--- src/rtl/dbg_trace_pkg.sv ---
// Shared types for the memory trace tap: FSM encodings, the trace record layout
// and the default address filter window.
package dbg_trace_pkg;

  typedef enum logic [1:0] {
    ST_IDLE    = 2'd0,
    ST_ARMED   = 2'd1,
    ST_CAPTURE = 2'd2,
    ST_DONE    = 2'd3
  } trace_state_t;

  // 113-bit record as it sits in the capture FIFO
  typedef struct packed {
    logic [31:0] pc;
    logic [31:0] address;
    logic [31:0] data;
    logic        write;
    logic [15:0] seq;
  } trace_rec_t;

  localparam logic [31:0] DEF_ADDR_LO = 32'h8000_0000;
  localparam logic [31:0] DEF_ADDR_HI = 32'h8001_0000;

endpackage

--- src/rtl/trace_fifo.sv ---
// First-word-fall-through FIFO: a push into an empty FIFO is visible at the head one cycle later.
// Push is refused when full unless a pop happens in the same cycle; flush overrides push and pop.
module trace_fifo #(
  parameter int DEPTH = 16,
  parameter int WIDTH = 8
) (
  input  logic                       i_clk,
  input  logic                       i_reset_n,
  input  logic                       flush,
  input  logic                       push,
  input  logic [WIDTH-1:0]           push_dat,
  input  logic                       pop,
  output logic [WIDTH-1:0]           pop_dat,
  output logic                       empty,
  output logic                       full,
  output logic [$clog2(DEPTH):0]     level
);

  localparam int AW = $clog2(DEPTH);

  logic [WIDTH-1:0] mem [DEPTH];
  logic [AW:0]      wr_ptr;
  logic [AW:0]      rd_ptr;
  logic             push_ok;
  logic             pop_ok;

  // Extra pointer bit separates full from empty when the indices coincide
  assign level   = wr_ptr - rd_ptr;
  assign empty   = (level == '0);
  assign full    = (level == (AW+1)'(DEPTH));
  assign pop_ok  = pop && !empty;
  assign push_ok = push && (!full || pop_ok);
  assign pop_dat = mem[rd_ptr[AW-1:0]];

  always_ff @(posedge i_clk or negedge i_reset_n) begin
    if (!i_reset_n) begin
      wr_ptr <= '0;
      rd_ptr <= '0;
    end else if (flush) begin
      wr_ptr <= '0;
      rd_ptr <= '0;
    end else begin
      if (push_ok) wr_ptr <= wr_ptr + 1'b1;
      if (pop_ok)  rd_ptr <= rd_ptr + 1'b1;
    end
  end

  always_ff @(posedge i_clk) begin
    if (push_ok && !flush) mem[wr_ptr[AW-1:0]] <= push_dat;
  end

endmodule

--- src/rtl/mem_trace_capture.sv ---
// Memory bus tap: records qualifying beats from PC trigger until the beat budget is met; record out 1 cycle after the beat.
// Records drain on valid/ready; beats arriving while the FIFO is full are dropped and counted.
module mem_trace_capture
  import dbg_trace_pkg::*;
#(
  parameter int          DEPTH   = 16,
  parameter logic [31:0] ADDR_LO = DEF_ADDR_LO,
  parameter logic [31:0] ADDR_HI = DEF_ADDR_HI
) (
  input  logic                      i_clk,
  input  logic                      i_reset_n,
  input  logic [31:0]               i_PC,
  input  logic [31:0]               i_mem_address,
  input  logic [31:0]               i_mem_data,
  input  logic                      i_mem_DV,
  input  logic                      i_mem_write,
  input  logic                      i_arm,
  input  logic [31:0]               i_trigger_PC,
  input  logic [15:0]               i_capture_len,
  input  logic                      i_filter_en,
  output logic                      o_rec_valid,
  input  logic                      i_rec_ready,
  output logic [31:0]               o_rec_address,
  output logic [31:0]               o_rec_data,
  output logic                      o_rec_write,
  output logic [31:0]               o_rec_PC,
  output logic [15:0]               o_rec_seq,
  output logic [1:0]                o_state,
  output logic [15:0]               o_overflow_count,
  output logic [$clog2(DEPTH):0]    o_fifo_level
);

  trace_state_t state, state_nxt;
  logic [15:0]  seq_q, beat_q, ovf_q;
  logic         in_win, qual, trig_hit, rec_beat, len_hit;
  logic         fifo_empty, fifo_full, rec_pop, rec_push;
  trace_rec_t   push_rec, head_rec, out_rec;

  assign in_win   = (i_mem_address >= ADDR_LO) && (i_mem_address < ADDR_HI);
  assign qual     = i_mem_DV && (!i_filter_en || in_win);
  assign trig_hit = (state == ST_ARMED) && (i_PC == i_trigger_PC);
  assign rec_beat = !i_arm && qual && ((state == ST_CAPTURE) || trig_hit);
  assign rec_pop  = !fifo_empty && i_rec_ready;
  assign rec_push = rec_beat && (!fifo_full || rec_pop);
  assign len_hit  = (i_capture_len != 16'd0) && ((beat_q + 16'd1) == i_capture_len);

  assign push_rec = '{pc: i_PC, address: i_mem_address, data: i_mem_data,
                      write: i_mem_write, seq: seq_q};

  trace_fifo #(
    .DEPTH(DEPTH),
    .WIDTH($bits(trace_rec_t))
  ) u_fifo (
    .i_clk    (i_clk),
    .i_reset_n(i_reset_n),
    .flush    (i_arm),
    .push     (rec_push),
    .push_dat (push_rec),
    .pop      (rec_pop),
    .pop_dat  (head_rec),
    .empty    (fifo_empty),
    .full     (fifo_full),
    .level    (o_fifo_level)
  );

  always_comb begin
    state_nxt = state;
    if (i_arm) begin
      state_nxt = ST_ARMED;
    end else begin
      case (state)
        ST_ARMED:   if (trig_hit) state_nxt = (rec_beat && len_hit) ? ST_DONE : ST_CAPTURE;
        ST_CAPTURE: if (rec_beat && len_hit) state_nxt = ST_DONE;
        default:    state_nxt = state;
      endcase
    end
  end

  always_ff @(posedge i_clk or negedge i_reset_n) begin
    if (!i_reset_n) state <= ST_IDLE;
    else            state <= state_nxt;
  end

  // Dropped beats still consume a sequence number so gaps show up downstream
  always_ff @(posedge i_clk or negedge i_reset_n) begin
    if (!i_reset_n) begin
      seq_q  <= '0;
      beat_q <= '0;
      ovf_q  <= '0;
    end else if (i_arm) begin
      seq_q  <= '0;
      beat_q <= '0;
      ovf_q  <= '0;
    end else if (rec_beat) begin
      seq_q  <= seq_q + 16'd1;
      beat_q <= beat_q + 16'd1;
      if (!rec_push && ovf_q != 16'hFFFF) ovf_q <= ovf_q + 16'd1;
    end
  end

  // Head of an empty FIFO is stale storage; present zeros instead
  assign out_rec          = fifo_empty ? '0 : head_rec;
  assign o_rec_valid      = !fifo_empty;
  assign o_rec_address    = out_rec.address;
  assign o_rec_data       = out_rec.data;
  assign o_rec_write      = out_rec.write;
  assign o_rec_PC         = out_rec.pc;
  assign o_rec_seq        = out_rec.seq;
  assign o_state          = state;
  assign o_overflow_count = ovf_q;

endmodule

--- config.mk ---
export PLATFORM = sky130hd
export DESIGN_NAME = mem_trace_capture
export DESIGN_NICKNAME = d
export VERILOG_FILES = /design/src/rtl/dbg_trace_pkg.sv /design/src/rtl/trace_fifo.sv /design/src/rtl/mem_trace_capture.sv
export SDC_FILE = /design/constraint.sdc
export NUM_CORES = 2
export LEC_CHECK = 0
export CAP_MARGIN = 15
export CORE_ASPECT_RATIO = 0.8
export CORE_MARGIN = 8
export CORE_UTILIZATION = 55
export DETAILED_ROUTE_END_ITERATION = 8
export PLACE_DENSITY = 0.85
export SLEW_MARGIN = 20
export SYNTH_ARGS = -nofsm -noshare
export SYNTH_HDL_FRONTEND = slang
export SYNTH_SLANG_ARGS = --single-unit
export TNS_END_PERCENT = 1
--- constraint.sdc ---
create_clock -name i_clk -period 15.5 [get_ports i_clk]
set_input_delay 1.55 -clock i_clk [delete_from_list [all_inputs] [get_ports i_clk]]
set_output_delay 1.55 -clock i_clk [all_outputs]
set_load 0.02 [all_outputs]
==> results by group <==
Status
  – Outcome: completed

Power
  – Pint: just over 9 mW
  – Net Sw Frac: roughly 27%
  – Pwr dens: 154 nW/um^2
  – Clk pwr share: ~32%
  – VDD IR max: between 150 and 200 uV
  – Sw Pwr: about 3.5 mW
  – Total power: roughly 13 mW
  – Logic gate share of total power: 24.1%
  – Leakage power: 25.7 nW
  – Sequential power share: about 44%

Timing
  – RSZ-0062 raised after global routing: no
  – Period utilization: between 50% and 60%
  – Hold WS: around 0.56 ns
  – Slew @ Worst Pin: ~1.2 ns
  – Final hold vios: 0
  – Fmax: between 0.1 and 0.15 GHz
  – Clk_skew: about 0.023 ns
  – Final-report max-slew violation count: 0
  – Post-route setup slack: 6.81 ns
  – Worst rel slew slack: between 20 and 25%
  – TNS Setup: 0 ns
  – Minimum clock period after layout: ~8.7 ns
  – Setup-failing EPs final: 0

Hold path
  – Hold Path Class: reg -> reg

Worst setup path
  – Worst Setup End Kind: output port
  – CP arrival: between 7 and 8 ns
  – Critical path class: reg -> out
  – Crit-path max FO: between 60 and 70
  – Critical path required time: between 10 and 15 ns
  – Crit path launch type: flip-flop

Floorplan
  – Die area: roughly 140000 um^2
  – IO Pins: roughly 290
  – FP Rows: between 100 and 150
  – Die X: roughly 420 um
  – Total core area: about 130000 um^2
  – Initial Util: a little under three fifths
  – Vert. Die Dim: between 300 and 400 um

Synthesis
  – Main combinational cell family by area after synthesis: multiplexers
  – Mean Syn Cell Area: 23.3 um^2
  – Sequential area share after synthesis: about three quarters
  – Synth Area in Simple Gates: 2.77%
  – Synthesized instance count: roughly 3100
  – Largest cells by area after synthesis: edfxtp_1, mux4_2, dfrtp_1, and2_1, xnor2_1
  – Async set-or-reset flop fraction in the synthesized netlist: 3.21%
  – Adder-cell share of the synthesized area: less than 1%
  – Synth Area in Compound Gates: less than 1%
  – Post-Synth XOR/XNOR Area: less than 1%
  – Post-Synthesis Cell Area: 72700 um^2
  – Multiplexer share of the synthesized area: between 10% and 20%
  – Post-synth EDFFs: about 1800
  – Yosys top cell area share: 74.6%
  – Most area-hungry cell type in the Yosys netlist: edfxtp_1
  – Synth Register Bits: 1868
  – Net count after synthesis: approximately 3300
  – Synth warn: 0
  – Synth unique cells: between 50 and 60
  – Most used DFF post-synth: edfxtp_1

Drt
  – Initial drt markers: around 4700
  – Routed WL: 189000 um
  – Vias per std cell: ~6.7
  – Vias: around 36000
  – Number of routed nets with antenna violations: 0
  – Drt drc: 0
  – Initial DRT Pass Iterations: 6
  – Avg WL per Cell: between 30 and 40 um

Layout
  – Commonest non-fill, non-tap cell in the layout: edfxtp_1
  – Layout cells sized above 1: 24.8%
  – Final core utilization: a little over three fifths
  – Most frequent cells in the layout: edfxtp_1, mux4_2, clkdlybuf4s50_1
  – Area Overhead vs Synth: 14.3%
  – Finished Layout Cells: around 5400
  – Design Area, Final: between 80000 and 90000 um^2
  – Post-layout nets: 3641

Clocking
  – Post-cts resize count: 0
  – Clock sinks: about 1900
  – Clk pin slew, worst setup/hold paths: about 0.070 ns
  – TritonCTS buffer count: around 170
  – Hold Buf Count CTS: 0
  – Clk root buf: clkbuf_16
  – Skew-Pair Late Insertion Delay: 0.80 ns
  – Setup Buffers After CTS: 0
  – # H-tree levels: 4
  – Clock Path Buffers: 3
  – CTS tree: built

Placement
  – Gpl congestion: around 0.76
  – DP Wirelength: between 90000 and 100000 um
  – Worst slack, placed: just under 8 ns
  – Placement Cell Area: a little under 80000 um^2
  – Port bufs: 287
  – Placed cells: 5058

Global route
  – Total GRT Usage: 25.7%
  – First-pass GRT wire length: 270000 um
  – Vias in the first global route: approximately 37000
  – Initial antenna violation count: 22
  – Total gr overflow: 0
  – Largest net degree at the start of global routing: approximately 120

Run
  – Max Cap Viol: 0
-- final cells by class --
| cell class | count | area [um^2] |
|---|---|---|
| antenna | 14 | 35.0 |
| clock buffer | 206 | 4370 |
| clock inverter | 96 | 980 |
| fill | 8103 | 48300 |
| inverter | 17 | 73.8 |
| multi-input combinational | 1077 | 16300 |
| sequential | 1868 | 55800 |
| tap | 1754 | 2190 |
| timing repair buffer | 344 | 3380 |
-- state kept, by name, summed over array words and instances (netlist names) --
signal,cells
seq_q,16
o_state,2
u_fifo.rd_ptr,5
beat_q,16
u_fifo.mem,1808
u_fifo.wr_ptr,5
o_overflow_count,16
-- kinds of logic after synthesis --
family | Yosys count
adders and majority gates | 13
muxes | 585
AOI/OAI and AO/OA | 72
DFF | 1868
xor gates and xnor gates | 67
buffers and inverters | 178
and+or+nand+nor | 340
-- per-layer routing --
layer	share of wire, %	track usage [%]	vias up
li1	-	-	14000
met1	35	33.1	19100
met2	52	44.1	2703
met3	9.2	4.80	389
met4	3.5	9.45	4
met5	0.014	0	-
-- power groups by stage --
stage	clock, mW	sequential, mW	combinational [mW]
global route	4.33	5.57	3.25
global placement	0	5.68	3.02
finish	4.14	5.57	3.08
CTS	4.17	5.57	3.14
detailed placement	0	5.68	3.09
floorplan	0	5.63	1.99
-- synth_stat cells (3+ instances only) --
cell type and instances:
nand4_1 19, xnor2_1 59, buf_2 36, or2_2 3
and4_1 5, inv_1 15, nand2_1 26, nand2b_1 9
dfrtp_1 60, nor3_1 10, nand3b_1 4, and3_1 38
mux2_2 9, o31ai_1 7, or4_1 9, mux4_2 565
edfxtp_1 1808, and2_1 116, nand3_1 22, mux2i_1 11
xor2_1 8, a21oi_1 22, nor4_1 13, nor2b_1 14
ha_1 12, or3_1 3, a221o_1 10, o21ai_0 8
nor3b_1 6, clkbuf_1 110, nor2_1 34, buf_1 15
a21o_1 8
-- worst max-delay path, stage by stage, from the launching register on --
cell	delay, ns
dfrtp_4	0.85
buf_4	0.91
buf_4	0.94
buf_4	0.90
buf_4	0.75
mux4_2	0.43
mux4_2	0.55
and2_1	0.20
clkdlybuf4s50_1	0.54
-- final timing paths --
| path | from | endpoint | slack [ns] | depth (start not counted) |
|---|---|---|---|---|
| worst max-delay path | u_fifo.rd_ptr[1] | o_rec_data[31] | 6.81 | 8 |
| worst max register to register | u_fifo.rd_ptr[0] | u_fifo.mem[1][51] | 9.34 | 11 |
| worst min register to register | beat_q[12] | beat_q[12] | 0.56 | 1 |
| max in group asynchronous | i_reset_n | u_fifo.rd_ptr[0] | 13.98 | 1 |
| worst min-delay path | beat_q[12] | beat_q[12] | 0.56 | 1 |
| min in group asynchronous | i_reset_n | beat_q[4] | 0.85 | 1 |
Note: power is estimated with default switching activity, not from simulation.
